[src/rtl/instruction_encode_loader_if.sv]
// rtl/instruction_encode_loader_if.sv - field-tuple stream in, instruction-memory write port out
interface instruction_encode_loader_if #(
    parameter int ADDR_W = 8
);
    logic              in_valid;
    logic              in_ready;
    logic [1:0]        fmt;
    logic [5:0]        opcode;
    logic [4:0]        R_s;
    logic [4:0]        R_t;
    logic [4:0]        R_d;
    logic [4:0]        shamt;
    logic [5:0]        function_code;
    logic [15:0]       offset;
    logic [25:0]       address;
    logic              imem_we;
    logic [ADDR_W-1:0] imem_addr;
    logic [31:0]       imem_wdata;

    modport master (
        output in_valid, fmt, opcode, R_s, R_t, R_d, shamt, function_code, offset, address,
        input  in_ready, imem_we, imem_addr, imem_wdata
    );

    modport slave (
        input  in_valid, fmt, opcode, R_s, R_t, R_d, shamt, function_code, offset, address,
        output in_ready, imem_we, imem_addr, imem_wdata
    );
endinterface

[src/rtl/instruction_encode_loader.sv]
// rtl/instruction_encode_loader.sv - packs R/I/J field tuples into 32-bit words and writes them to imem
module instruction_encode_loader #(
    parameter int ADDR_W = 8,
    parameter int CNT_W  = 8
) (
    input  logic                        clk,
    input  logic                        reset_n,
    input  logic                        start,
    input  logic [ADDR_W-1:0]           base_addr,
    input  logic [CNT_W-1:0]            instr_count,
    input  logic                        abort,
    instruction_encode_loader_if.slave  bus,
    output logic                        busy,
    output logic                        done,
    output logic                        err,
    output logic [CNT_W-1:0]            written
);
    typedef enum logic [1:0] {
        S_IDLE,
        S_LOAD,
        S_FINISH
    } state_t;

    state_t            state_q, state_d;
    logic [ADDR_W-1:0] ptr_q, ptr_d;
    logic [CNT_W-1:0]  rem_q, rem_d;
    logic [CNT_W-1:0]  written_q, written_d;
    logic              err_q, err_d;
    logic              we_q, we_d;
    logic [ADDR_W-1:0] addr_q, addr_d;
    logic [31:0]       wdata_q, wdata_d;
    logic [31:0]       enc;

    always_comb begin
        enc = 32'd0;
        case (bus.fmt)
            2'b00:   enc = {bus.opcode, bus.R_s, bus.R_t, bus.R_d, bus.shamt, bus.function_code};
            2'b01:   enc = {bus.opcode, bus.R_s, bus.R_t, bus.offset};
            2'b10:   enc = {bus.opcode, bus.address};
            default: enc = 32'd0;
        endcase
    end

    // abort outranks both start and a transfer offered in the same cycle
    always_comb begin
        state_d   = state_q;
        ptr_d     = ptr_q;
        rem_d     = rem_q;
        written_d = written_q;
        err_d     = err_q;
        we_d      = 1'b0;
        addr_d    = addr_q;
        wdata_d   = wdata_q;
        case (state_q)
            S_IDLE: begin
                if (start && !abort) begin
                    ptr_d     = base_addr;
                    rem_d     = instr_count;
                    written_d = '0;
                    err_d     = 1'b0;
                    state_d   = (instr_count != '0) ? S_LOAD : S_FINISH;
                end
            end
            S_LOAD: begin
                if (abort) begin
                    state_d = S_IDLE;
                end else if (bus.in_valid) begin
                    rem_d = rem_q - CNT_W'(1);
                    if (bus.fmt == 2'b11) begin
                        err_d = 1'b1;
                    end else begin
                        we_d      = 1'b1;
                        addr_d    = ptr_q;
                        wdata_d   = enc;
                        ptr_d     = ptr_q + ADDR_W'(1);
                        written_d = written_q + CNT_W'(1);
                    end
                    if (rem_q == CNT_W'(1)) begin
                        state_d = S_FINISH;
                    end
                end
            end
            S_FINISH: state_d = S_IDLE;
            default:  state_d = S_IDLE;
        endcase
    end

    always_ff @(posedge clk) begin
        if (!reset_n) begin
            state_q   <= S_IDLE;
            ptr_q     <= '0;
            rem_q     <= '0;
            written_q <= '0;
            err_q     <= 1'b0;
            we_q      <= 1'b0;
            addr_q    <= '0;
            wdata_q   <= '0;
        end else begin
            state_q   <= state_d;
            ptr_q     <= ptr_d;
            rem_q     <= rem_d;
            written_q <= written_d;
            err_q     <= err_d;
            we_q      <= we_d;
            addr_q    <= addr_d;
            wdata_q   <= wdata_d;
        end
    end

    assign bus.in_ready   = (state_q == S_LOAD);
    assign bus.imem_we    = we_q;
    assign bus.imem_addr  = addr_q;
    assign bus.imem_wdata = wdata_q;
    assign busy           = (state_q != S_IDLE);
    assign done           = (state_q == S_FINISH);
    assign err            = err_q;
    assign written        = written_q;
endmodule

[src/flat_wrapper.sv]
// flat-port wrapper written by rule: the top's interface ports become plain ports
module instruction_encode_loader_flat 
#(
    parameter int ADDR_W = 8,
    parameter int CNT_W  = 8
)
  (clk, reset_n, start, base_addr, instr_count, abort, busy, done, err, written, bus_in_valid, bus_fmt, bus_opcode, bus_R_s, bus_R_t, bus_R_d, bus_shamt, bus_function_code, bus_offset, bus_address, bus_in_ready, bus_imem_we, bus_imem_addr, bus_imem_wdata);
  instruction_encode_loader_if #(.ADDR_W(ADDR_W)) bus_i ();
  input  logic clk;
  input  logic reset_n;
  input  logic start;
  input  logic [ADDR_W-1:0] base_addr;
  input  logic [CNT_W-1:0] instr_count;
  input  logic abort;
  output logic busy;
  output logic done;
  output logic err;
  output logic [CNT_W-1:0] written;
  input wire logic [$bits(bus_i.in_valid)-1:0] bus_in_valid;
  input wire logic [$bits(bus_i.fmt)-1:0] bus_fmt;
  input wire logic [$bits(bus_i.opcode)-1:0] bus_opcode;
  input wire logic [$bits(bus_i.R_s)-1:0] bus_R_s;
  input wire logic [$bits(bus_i.R_t)-1:0] bus_R_t;
  input wire logic [$bits(bus_i.R_d)-1:0] bus_R_d;
  input wire logic [$bits(bus_i.shamt)-1:0] bus_shamt;
  input wire logic [$bits(bus_i.function_code)-1:0] bus_function_code;
  input wire logic [$bits(bus_i.offset)-1:0] bus_offset;
  input wire logic [$bits(bus_i.address)-1:0] bus_address;
  output wire logic [$bits(bus_i.in_ready)-1:0] bus_in_ready;
  output wire logic [$bits(bus_i.imem_we)-1:0] bus_imem_we;
  output wire logic [$bits(bus_i.imem_addr)-1:0] bus_imem_addr;
  output wire logic [$bits(bus_i.imem_wdata)-1:0] bus_imem_wdata;
  assign bus_i.in_valid = bus_in_valid;
  assign bus_i.fmt = bus_fmt;
  assign bus_i.opcode = bus_opcode;
  assign bus_i.R_s = bus_R_s;
  assign bus_i.R_t = bus_R_t;
  assign bus_i.R_d = bus_R_d;
  assign bus_i.shamt = bus_shamt;
  assign bus_i.function_code = bus_function_code;
  assign bus_i.offset = bus_offset;
  assign bus_i.address = bus_address;
  assign bus_in_ready = bus_i.in_ready;
  assign bus_imem_we = bus_i.imem_we;
  assign bus_imem_addr = bus_i.imem_addr;
  assign bus_imem_wdata = bus_i.imem_wdata;
  instruction_encode_loader #(.ADDR_W(ADDR_W), .CNT_W(CNT_W)) u_core (.clk(clk), .reset_n(reset_n), .start(start), .base_addr(base_addr), .instr_count(instr_count), .abort(abort), .bus(bus_i), .busy(busy), .done(done), .err(err), .written(written));
endmodule
[config.mk]
export PLATFORM = sky130hd
export DESIGN_NAME = instruction_encode_loader_flat
export DESIGN_NICKNAME = d
export VERILOG_FILES = /design/src/rtl/instruction_encode_loader_if.sv /design/src/rtl/instruction_encode_loader.sv /design/src/flat_wrapper.sv
export SDC_FILE = /design/constraint.sdc
export NUM_CORES = 1
export LEC_CHECK = 0
export ABC_AREA = 1
export CAP_MARGIN = 20
export CORE_AREA = 2 2 96 98
export CTS_CLUSTER_DIAMETER = 50
export DETAILED_ROUTE_END_ITERATION = 12
export DIE_AREA = 0 0 98 100
export HOLD_SLACK_MARGIN = 0.15
export PLACE_DENSITY = 0.79
export SETUP_SLACK_MARGIN = 0.3
export SYNTH_ARGS = -nofsm -noshare
export SYNTH_HDL_FRONTEND = slang
export SYNTH_SLANG_ARGS = --single-unit
[constraint.sdc]
create_clock -name clk -period 1.5 [get_ports clk]
set_input_delay 0.225 -clock clk [delete_from_list [all_inputs] [get_ports clk]]
set_output_delay 0.225 -clock clk [all_outputs]
set_load 0.1 [all_outputs]
# After elaboration in Yosys (flattened, before gate mapping)
# Cells that the tools add are included.
[op_classes]
addsub = 3
muxes = 27
n_bitwise = 5
eq_ne = 13
reduce_logical = 13
[op_table]
columns = ["cell", "count"]
rows = [
  ["one-hot mux 32 bit (3 select lines)", 1],
  ["2-to-1 mux 8 bit", 11],
  ["one-hot mux 8 bit (2 select lines)", 3],
  ["adder 8 x 1 -> 8 bit (second input constant)", 2],
  ["2-to-1 mux 2 bit", 5],
  ["AND reduction 5 bit", 2],
  ["equality test 8 x 1 -> 1 bit (second input constant)", 1],
  ["AND reduction 4 bit", 2],
  ["nonzero test 8 bit", 1],
  ["subtractor 8 x 1 -> 8 bit (second input constant)", 1],
  ["equality test 2 bit (second input constant)", 3],
  ["inequality test 2 bit (second input constant)", 3],
  ["2-to-1 mux 1 bit", 5],
  ["inverter 1 bit", 5],
  ["equality test 2 x 1 -> 1 bit (second input constant)", 2],
  ["logical NOT 2 bit", 2],
  ["inequality test 2 x 1 -> 1 bit (second input constant)", 2],
  ["one-hot mux 2 bit (2 select lines)", 1],
  ["nonzero test 2 bit", 2],
  ["OR reduction 4 bit", 1],
  ["inequality test 3 x 2 -> 1 bit (second input constant)", 1],
  ["inequality test 3 bit (second input constant)", 1],
  ["AND reduction 3 bit", 1],
  ["one-hot mux 1 bit (2 select lines)", 1],
  ["2 further kinds", 2],
]
[totals]
wordCells = 69
output_inout_bits = 53
input_bits = 97
regBits = 68

# Logic depth before layout (Yosys ltp)
[depth]
depth_word = 5
mapped_depth = 10
ltp_nobuf = 9

# Worst setup path before layout
# Ideal clock, no wire load.
[synth_timing]
path_kind = "reg-to-reg"
start = "register u_core.written_q[1], in the netlist u_core.written[1]"
end = "register u_core.written_q[6], in the netlist u_core.written[6]"
synth_period_minus_slack_ns = 1.981
path_stages_with_launch = 9
arrival_ns = 1.864
setup_slack_ns = -0.481
n_path_buf = 0
required_ns = 1.383
cell_sequence = "dfxtp_1 -> ha_1 -> nand2_1 -> inv_1 -> nand3_1 -> nor2_1 -> nand2_1 -> nand2_1 -> nor2_1"
[synth_between]
elab_chain_cells = 5
[synth_lines]
columns = ["item", "line", "text"]
rows = [
  ["start, declared", "instruction_encode_loader.sv:27", "logic [CNT_W-1:0] written_q, written_d;"],
  ["start signal, assigned", "instruction_encode_loader.sv:102", "written_q <= written_d;"],
  ["adder 8 x 1 -> 8 bit", "instruction_encode_loader.sv:76", "written_d = written_q + CNT_W'(1);"],
  ["2-to-1 mux 8 bit", "instruction_encode_loader.sv:69", "if (bus.fmt == 2'b11) begin"],
  ["2-to-1 mux 8 bit", "instruction_encode_loader.sv:67", "end else if (bus.in_valid) begin"],
  ["2-to-1 mux 8 bit", "instruction_encode_loader.sv:65", "if (abort) begin"],
  ["one-hot mux 8 bit (2 select lines)", "instruction_encode_loader.sv:54", "case (state_q)"],
]
# Every way passes these cells. The select of a mux whose other input is x is not followed.
# A chain may end at the register's enable or synchronous reset.

# Worst setup path after layout
[layout_timing]
start = "register u_core.state_q[0]"
end = "register u_core.ptr_q[1]"
[layout_between]
elab_chain_cells = 3
elab_cells_between_ends = 9
[layout_lines]
columns = ["item", "line", "text"]
rows = [
  ["start, declared", "instruction_encode_loader.sv:24", "state_t state_q, state_d;"],
  ["start signal, assigned", "instruction_encode_loader.sv:99", "state_q <= state_d;"],
  ["equality test 2 x 1 -> 1 bit or logical NOT 2 bit (tied branches)", "instruction_encode_loader.sv:54", ""],
  ["inequality test 2 bit (no source line) (tied with other cells)", "-", ""],
  ["AND reduction 5 bit (no source line)", "-", ""],
  ["end signal, assigned", "instruction_encode_loader.sv:100", "ptr_q <= ptr_d;"],
  ["end, declared", "instruction_encode_loader.sv:25", "logic [ADDR_W-1:0] ptr_q, ptr_d;"],
]
# Several ways; a longest one is shown, not always the timed one.

==> flow_summary_export.csv <==
group,metric,value,unit
die,fp.dieH,100,µm
setup_path,crit_chain,"inv_4 > nor2_4 > buf_4 > buf_4 > nand2_4 > nand2_8 > buf_8 > o21ai_1 > a21oi_1",
job,drv_cap,0,
sta,clock.fmax,648,MHz
sta,setup_ws,-0.0432,ns
cells_and_area,final-instance-count-excl-fill,825,
sta,slew_headroom,67.6,%
setup_path,cp_common_cell,"buf_4",
die,die_area,9800,µm²
sta,rsz0062_at_grt,"yes",
yosys,ys_seq_area_share,40.0,%
clock_tree,h-tree-depth,3,
sta,setup_viol,17,
die,ios,150,
setup_path,cp_slowest_cell,"dfxtp_4",
detailed_routing,drtIter0Drc,231,
sta,fin_crit,1.54,ns
clock_tree,cts_tree,"yes",
detailed_routing,wire_per_inst,18.1,µm
cells_and_area,num_antenna_cells,0,
setup_path,cp_max_fo,6,
global_route,grt_pass1_vias,4451,
placement,port_buffers,149,
clock_tree,clock_latency,0.35,ns
detailed_routing,drc_errors,0,
yosys,postSynthCellCount,512,
placement,dp_hpwl,8.71,mm
global_route,antenna_found_initial,0,
detailed_routing,dr.pass1.iters,5,
clock_tree,clock-sinks,68,
sta,skew,0.00627,ns
pwr,ir_drop,0.417,mV
setup_path,crit_path_max_incr_delay,0.40,ns
detailed_routing,num_vias,4486,
yosys,synth.distinct_cells,29,
worst_hold_path,hold_path.class,"in -> reg",
sta,finalHoldViolCount,0,
global_route,track_usage,28.5,%
cells_and_area,design_area,7190,µm²
die,initial_core_util,38.3,%
sta,final.period_utilization,103,%
clock_tree,clk_pin_slew,0.08,ns
yosys,synth.avg_cell_area,6.65,µm²
detailed_routing,wl,14.9,mm
detailed_routing,viasPerCell,5.44,
setup_path,critPathArrivalTime,1.83,ns
placement,place_area,5920,µm²
pwr,finalPower,0.00597,W
setup_path,end_kind,"register",
sta,finalMaxSlewViolations,0,
cells_and_area,area_growth,111,%
global_route,grt_pass1_wl,22.3,mm
pwr,p_leak,2.86,nW
placement,place.gp.congestion,0.894,
yosys,ys_warn_count,0,
pwr,power_per_cell_area,831,nW/µm²
setup_path,path_class,"reg -> reg",
global_route,grt_max_degree,37,
status,violations,"negative setup slack",
clock_tree,cts_buffers,9,
placement,post-place-ws,-0.315,ns
clock_tree,cts_buffer_depth,2,
placement,dp.cells,776,
status,run_status,"finished, violations left",
setup_path,critical_path.startpoint_type,"register",
die,die_w,98,µm
sta,tns,-0.215,ns
sta,worst_pin_slew,0.486,ns
clock_tree,holdBufCountCts,0,
die,num_rows,35,
global_route,overflow,0,
yosys,syn-num-nets,613,
yosys,syn_area,3410,µm²
cells_and_area,drive_above_1_share,40.6,%
detailed_routing,antenna_left,0,
die,core_area,8890,µm²
clock_tree,root_buffer,"clkbuf_8",
yosys,synth-seq-cells,68,
setup_path,crit_required,1.78,ns
cells_and_area,fin_nets,810,
[layout make-up]
type / instances / area, µm²
Clock buffer: 11 / 163
Clock inverter: 5 / 104
Fill cell: 506 / 1700
Inverter: 38 / 169
Multi-Input combinational cell: 383 / 2380
Sequential cell: 68 / 1430
Tap cell: 111 / 139
Timing Repair Buffer: 208 / 2780
Timing Repair inverter: 1 / 11.3
[Yosys cell counts, drive strengths merged]
master,number,area share (%)
and2,1,0.18
or2,1,0.18
clkbuf,9,0.99
nor2,78,9.2
nand2,148,17
nor3,1,0.15
nand3b,1,0.22
o21ai,64,9.4
nand4,5,0.92
buf,16,2.8
a211oi,16,4.0
ha,4,1.5
inv,37,4.1
o211ai,2,0.44
nand3,18,2.6
clkinv,1,0.11
a31oi,11,2.0
dfxtp,68,40
a21oi,29,4.3
o22ai,1,0.18
o21bai,1,0.22
[timing repair]
| action | in CTS | in global routing |
|---|---|---|
| endpoints found under the setup margin | 70 | 78 |
| setup buffers | 19 | 6 |
| gates resized for setup | 107 | 53 |
| cloned | 7 | 1 |
| pin swaps | 30 | 24 |
[layout by cell type (no fill, tap or decap), types with 9 or more instances in the layout]
cell type / instances
dfxtp_2: 34
a21oi_2: 16
a31oi_1: 11
nor2_2: 9
clkbuf_8: 10
o21ai_1: 20
clkdlybuf4s50_1: 94
a21oi_1: 11
o21ai_2: 30
buf_12: 64
o21ai_0: 13
nor2_1: 58
nand2_1: 136
buf_4: 22
a211oi_2: 9
nor2_4: 11
buf_6: 18
nand3_1: 12
inv_1: 29
dfxtp_1: 26
[metrics by stage]
stage,hold WS (ns),util [%]
final,0.334,80.9
after global routing,0.349,80.9
after CTS,0.319,77.6
after detailed placement,0.489,66.6
after global placement,0.473,66.6
after floorplan,0.359,-
[cell families after synthesis]
logic type | share of synthesized area [%]
flip-flops | 40.0
AND/OR/NAND/NOR | 30.1
adder cells (fa/ha/maj) | 1.47
buffers and inverters | 7.97
AO/OA/AOI/OAI | 20.5
[registers in the layout, indices dropped and copies added, names as in the netlist]
| name | count |
|---|---|
| u_core.rem_q | 8 |
| u_core.bus.imem_addr | 8 |
| u_core.bus.imem_wdata | 32 |
| u_core.state_q | 2 |
| u_core.bus.imem_we | 1 |
| u_core.ptr_q | 8 |
| u_core.written | 8 |
| u_core.err | 1 |
[final timing paths]
kind	startpoint	endpoint	cells past startpoint	slack [ns]
hold reg to reg	u_core.rem_q[1]$_SDFFE_PN0P_	u_core.rem_q[1]$_SDFFE_PN0P_	2	0.50
setup / recovery	u_core.state_q[0]$_SDFFE_PN0P_	u_core.ptr_q[1]$_SDFFE_PN0P_	9	-0.04
hold / removal	reset_n	u_core.ptr_q[0]$_SDFFE_PN0P_	3	0.33
setup reg to reg	u_core.state_q[0]$_SDFFE_PN0P_	u_core.ptr_q[1]$_SDFFE_PN0P_	9	-0.04
[report_power, final]
part           total, W  leakage [nW]  internal (W)  switching, W
clock           0.00202         0.131       0.00125      0.000771
combinational   0.00193          2.16      0.000846       0.00108
sequential      0.00202         0.576       0.00190      0.000123
total           0.00597          2.86       0.00400       0.00198
[critical path: cells and delay by family, from the launching register on]
| family | cells | cell delay (ns) |
|---|---|---|
| buffers and inverters | 4 | 0.44 |
| AO/OA/AOI/OAI | 2 | 0.22 |
| flip-flops | 1 | 0.40 |
| AND/OR/NAND/NOR | 3 | 0.40 |
[layer usage]
metal  routed length (µm)  share of wire [%]  up-vias  global-route usage (%)
li1                     -                  -     2073                       -
met1                 5140                 34     2084                    30.9
met2                 7850                 53      269                    53.5
met3                 1410                9.4       60                    8.08
met4                  529                3.5        0                    9.19
met5                    0                  0        -                       0
(Power assumes the default switching activity.)
==> patch 1 (config.mk and constraints unchanged) <==
`ADDR_W` is set to 8 in 3 places; all go to 7.
--- a/src/rtl/instruction_encode_loader_if.sv
+++ b/src/rtl/instruction_encode_loader_if.sv
@@ -1,5 +1,5 @@
 // rtl/instruction_encode_loader_if.sv - field-tuple stream in, instruction-memory write port out
 interface instruction_encode_loader_if #(
-    parameter int ADDR_W = 8
+    parameter int ADDR_W = 7
 );
     logic              in_valid;
--- a/src/rtl/instruction_encode_loader.sv
+++ b/src/rtl/instruction_encode_loader.sv
@@ -1,5 +1,5 @@
 // rtl/instruction_encode_loader.sv - packs R/I/J field tuples into 32-bit words and writes them to imem
 module instruction_encode_loader #(
-    parameter int ADDR_W = 8,
+    parameter int ADDR_W = 7,
     parameter int CNT_W  = 8
 ) (
--- a/src/flat_wrapper.sv
+++ b/src/flat_wrapper.sv
@@ -2,5 +2,5 @@
 module instruction_encode_loader_flat 
 #(
-    parameter int ADDR_W = 8,
+    parameter int ADDR_W = 7,
     parameter int CNT_W  = 8
 )
Ports: changed (resized base_addr and bus_imem_addr); port bits go from 150 to 148. No check against the original RTL was run, so the function may have changed too.
==> patch 1 against the unedited design <==
The run still ends with setup timing left; sequential cell count shrank 2; worst setup slack gained 0.041 ns; final area shrank 14%; critical path type unchanged; hold slack lost 0.12 ns; sequential power is essentially flat; clock power shrank 21%; clock skew shrank 0.0013 ns; count of clock-buffer cells in the layout shrank 1; global-route usage shrank 5.0 points; wire length shrank 20%; area after synthesis shrank 3.1%; power shrank 5.5%.
==> patch 1: results (changes against the unedited design) <==
Placement Cell Area=5630 um2 (was 5920 um2); met3 usage=0.0773 (was 0.0808); sum of negative setup slack=-0.00267 ns (was -0.215 ns); worst r2r path cells=8 (was 9); syn avg cell area=6.95 um2 (was 6.65 um2); hpwl dp=8110 um (was 8710 um); Fin Hold WS=0.215 ns (was 0.334 ns); setup bufs post-CTS=8 (was 19); Fill cells=639 (was 506); Via Count=3992 (was 4486); Max IR drop VDD=0.440 mV (was 0.417 mV); area occupied by registers=1390 um2 (was 1430 um2); Worst Max-Slew Pin Slew=0.364 ns (was 0.486 ns); Setup CP Type=reg -> reg (unchanged); final RePlAce weighted congestion=0.866 (was 0.894); Hold Path End=u_core.rem_q[1] (was u_core.ptr_q[0]); Initial DRC Count=173 (was 231); area share of fa/ha/maj cells after synthesis=0.0152 (was 0.0147); Post-synth top cells=nand2_1 (127), dfxtp_1 (66), nor2_1 (66) (was nand2_1 (144), nor2_1 (74), dfxtp_1 (68)); net count after synthesis=575 (was 613); CTS Root Cell=clkbuf_8 (unchanged); failing checks=setup timing (unchanged); Port Buffers=147 (was 149); Synth area leaders=dfxtp_1 (40%), nand2_1 (14%), nor2_1 (7.5%), o21ai_0 (6.8%), o211a_1 (5.2%) (was dfxtp_1 (40%), nand2_1 (16%), nor2_1 (8.2%), o21ai_1 (6.3%), a21oi_1 (4.3%)); global-route wire length before repair=18700 um (was 22300 um); CTS-repair resized insts=34 (was 107); post-placement cell count=734 (was 776); share of cells above drive strength 1=0.290 (was 0.406); Final WS setup=-0.00267 ns (was -0.0432 ns); Finish-stage setup viols=1 (was 17); nets=751 (was 810); CP delay by family, top=simple AND/OR/NAND/NOR gates (was buffers and inverters); Leakage=2.58 nW (was 2.86 nW); pre-CTS setup slack=-0.259 ns (was -0.315 ns); Post-Route WL=11900 um (was 14900 um); Worst Path Arrival=1.75 ns (was 1.83 ns); Setup Skew=0.00502 ns (was 0.00627 ns); status=complete, but fails checks (unchanged); sequential fraction of the synthesis area=0.400 (about the same); Setup crit end=u_core.rem_q[5] (was u_core.ptr_q[1]); vias in the first global route=3896 (was 4451); max incr delay on CP=0.37 ns (was 0.40 ns); met2 Use GR=0.415 (was 0.535); Compound-Gate Fraction of Synth Area=0.189 (was 0.205); largest net degree at the start of global routing=33 (was 37); Crit Path Max Fanout=4 (was 6); Total Routing Usage GR=0.236 (was 0.285); Yosys cell types=26 (was 29); drt wl/cell=15.5 um (was 18.1 um); met1 global-route usage=0.268 (was 0.309)
patch 1: changes by cell type after synthesis, sizes merged, moves of 4 or more:
| cell | unedited run | this run |
|---|---|---|
| nand2 | 148 | 131 |
| nor2 | 78 | 74 |
| o211a | 0 | 17 |
| a211oi | 16 | 0 |
| nand4 | 5 | 18 |
| a21oi | 29 | 24 |
| inv | 37 | 33 |
| o21ai | 64 | 51 |
patch 1: layout make-up:
type	instances	share of cell area
flip-flops and latches	66	0.223
clock buffers	10	0.0240
repair buffers	185	0.389
multi-input cells	356	0.310
clock inverters	6	0.0103
well taps	111	0.0224
inverters	33	0.0214
patch 1: routing by layer:
| metal | vias up | share of wire |
|---|---|---|
| li1 | 1939 | - |
| met1 | 1836 | 0.39 |
| met2 | 193 | 0.50 |
| met3 | 24 | 0.092 |
| met4 | 0 | 0.018 |
| met5 | - | 0 |
patch 1: report_power, final:
part	total [mW]	switching (mW)	internal (mW)
logic	2.03	1.16	0.874
registers	2.02	0.143	1.88
clock network	1.59	0.729	0.865
==> patch 2 (config.mk and constraints unchanged) <==
Made on the original files. Take the reset off `addr_q` and load it in a clocked block of its own.
--- a/src/rtl/instruction_encode_loader.sv
+++ b/src/rtl/instruction_encode_loader.sv
@@ -94,5 +94,4 @@
             err_q     <= 1'b0;
             we_q      <= 1'b0;
-            addr_q    <= '0;
             wdata_q   <= '0;
         end else begin
@@ -103,7 +102,10 @@
             err_q     <= err_d;
             we_q      <= we_d;
-            addr_q    <= addr_d;
             wdata_q   <= wdata_d;
         end
+    end
+
+    always_ff @(posedge clk) begin
+        addr_q <= addr_d;
     end
 
Formal check against the unedited RTL: differs if reset_n is asserted again (counterexample within 4 cycles, from zero or initial values and one cycle with reset_n low); with reset_n held inactive, the same outputs for 4 cycles.
==> patch 2 against the unedited design <==
Sequential cell count unchanged; power down 15%; via count down 6.8%; final area down 7.1%; area after synthesis down 0.81%; clock skew up 0.0013 ns; first-iteration DRC count down 8.2%; hold slack better by 0.12 ns; combinational power down 26%; critical path type unchanged; largest cell class unchanged; wire length down 14%; maximum frequency up 4.1%; worst setup slack better by 0.061 ns.
==> patch 2: results (changes against the unedited design) <==
Max IR drop VDD=0.406 mV (was 0.417 mV); area share of fa/ha/maj cells after synthesis=0.0148 (was 0.0147); Worst Path Arrival=1.76 ns (was 1.83 ns); Synth area leaders=dfxtp_1 (36%), nand2_1 (15%), edfxtp_1 (7.1%), nor2_1 (6.7%), o21ai_0 (6.1%) (was dfxtp_1 (40%), nand2_1 (16%), nor2_1 (8.2%), o21ai_1 (6.3%), a21oi_1 (4.3%)); post-route cell area=6680 um2 (was 7190 um2); Setup Skew=0.00756 ns (was 0.00627 ns); max incr delay on CP=0.37 ns (was 0.40 ns); hold wc startpoint=bus_address[18] (was reset_n); DR vias/cell=5.30 (was 5.44); status=completed (was complete, but fails checks); post-placement cell count=742 (was 776); hpwl dp=8310 um (was 8710 um); Compound-Gate Fraction of Synth Area=0.166 (was 0.205); Leakage=2.73 nW (was 2.86 nW); Critical R2R Capture=u_core.rem_q[7] (was u_core.ptr_q[1]); nets=773 (was 810); Fill cells=579 (was 506); share of cells above drive strength 1=0.334 (was 0.406); power density over the cells=757 nW/um2 (was 831 nW/um2); Port Buffers=149 (unchanged); met2 Use GR=0.477 (was 0.535); vias in the first global route=4446 (was 4451); cell-internal power=3.52 mW (was 4.00 mW); global-route wire length before repair=20200 um (was 22300 um); Gate power share=0.283 (was 0.323); routed metal-1 wire length=4410 um (was 5140 um); EDFF count, synth=8 (was 0); WL met2=6680 um (was 7850 um); Placement Cell Area=5790 um2 (was 5920 um2); net count after synthesis=580 (was 613); Yosys cell types=24 (was 29); Hold Path End=u_core.bus.imem_wdata[18] (was u_core.ptr_q[0]); worst r2r path cells=10 (was 9); Finish-stage setup viols=0 (was 17); Fin Hold WS=0.450 ns (was 0.334 ns); final cell count without fillers=788 (was 825); Post-Route WL=12800 um (was 14900 um); Setup crit end=u_core.rem_q[7] (was u_core.ptr_q[1]); largest net degree at the start of global routing=27 (was 37); Worst Max-Slew Pin Slew=0.315 ns (was 0.486 ns); CTS-repair resized insts=50 (was 107); Worst Hold Class=in -> reg (unchanged); Initial DRC Count=212 (was 231); Final WS setup=0.0177 ns (was -0.0432 ns); pre-CTS setup slack=-0.225 ns (was -0.315 ns)
[patch 2: cell count changes in the layout (fill, tap and decap cells not counted), moves of 8 or more]
cell	unedited run	this run
edfxtp_1	0	8
o211a_1	0	15
o21ai_0	13	26
nand4_1	5	19
dfxtp_1	26	16
o21ai_1	20	11
a211oi_2	9	0
o21ai_2	30	4
[patch 2: worst register-to-register path, stage by stage (launching register included)]
cell	delay, ns
dfxtp_4	0.37
inv_2	0.07
nor2_4	0.05
buf_4	0.14
buf_4	0.14
nand2_2	0.07
nand3_4	0.13
buf_6	0.16
nor2_4	0.09
nand2_2	0.07
a21oi_2	0.12
[patch 2: area by class of cell]
| type | instances | area share |
|---|---|---|
| clock buffer | 10 | 0.0191 |
| clock inverter | 6 | 0.0118 |
| inverter | 36 | 0.0223 |
| multi-input combinational | 351 | 0.287 |
| sequential | 68 | 0.228 |
| tap | 111 | 0.0208 |
| timing repair buffer | 206 | 0.412 |
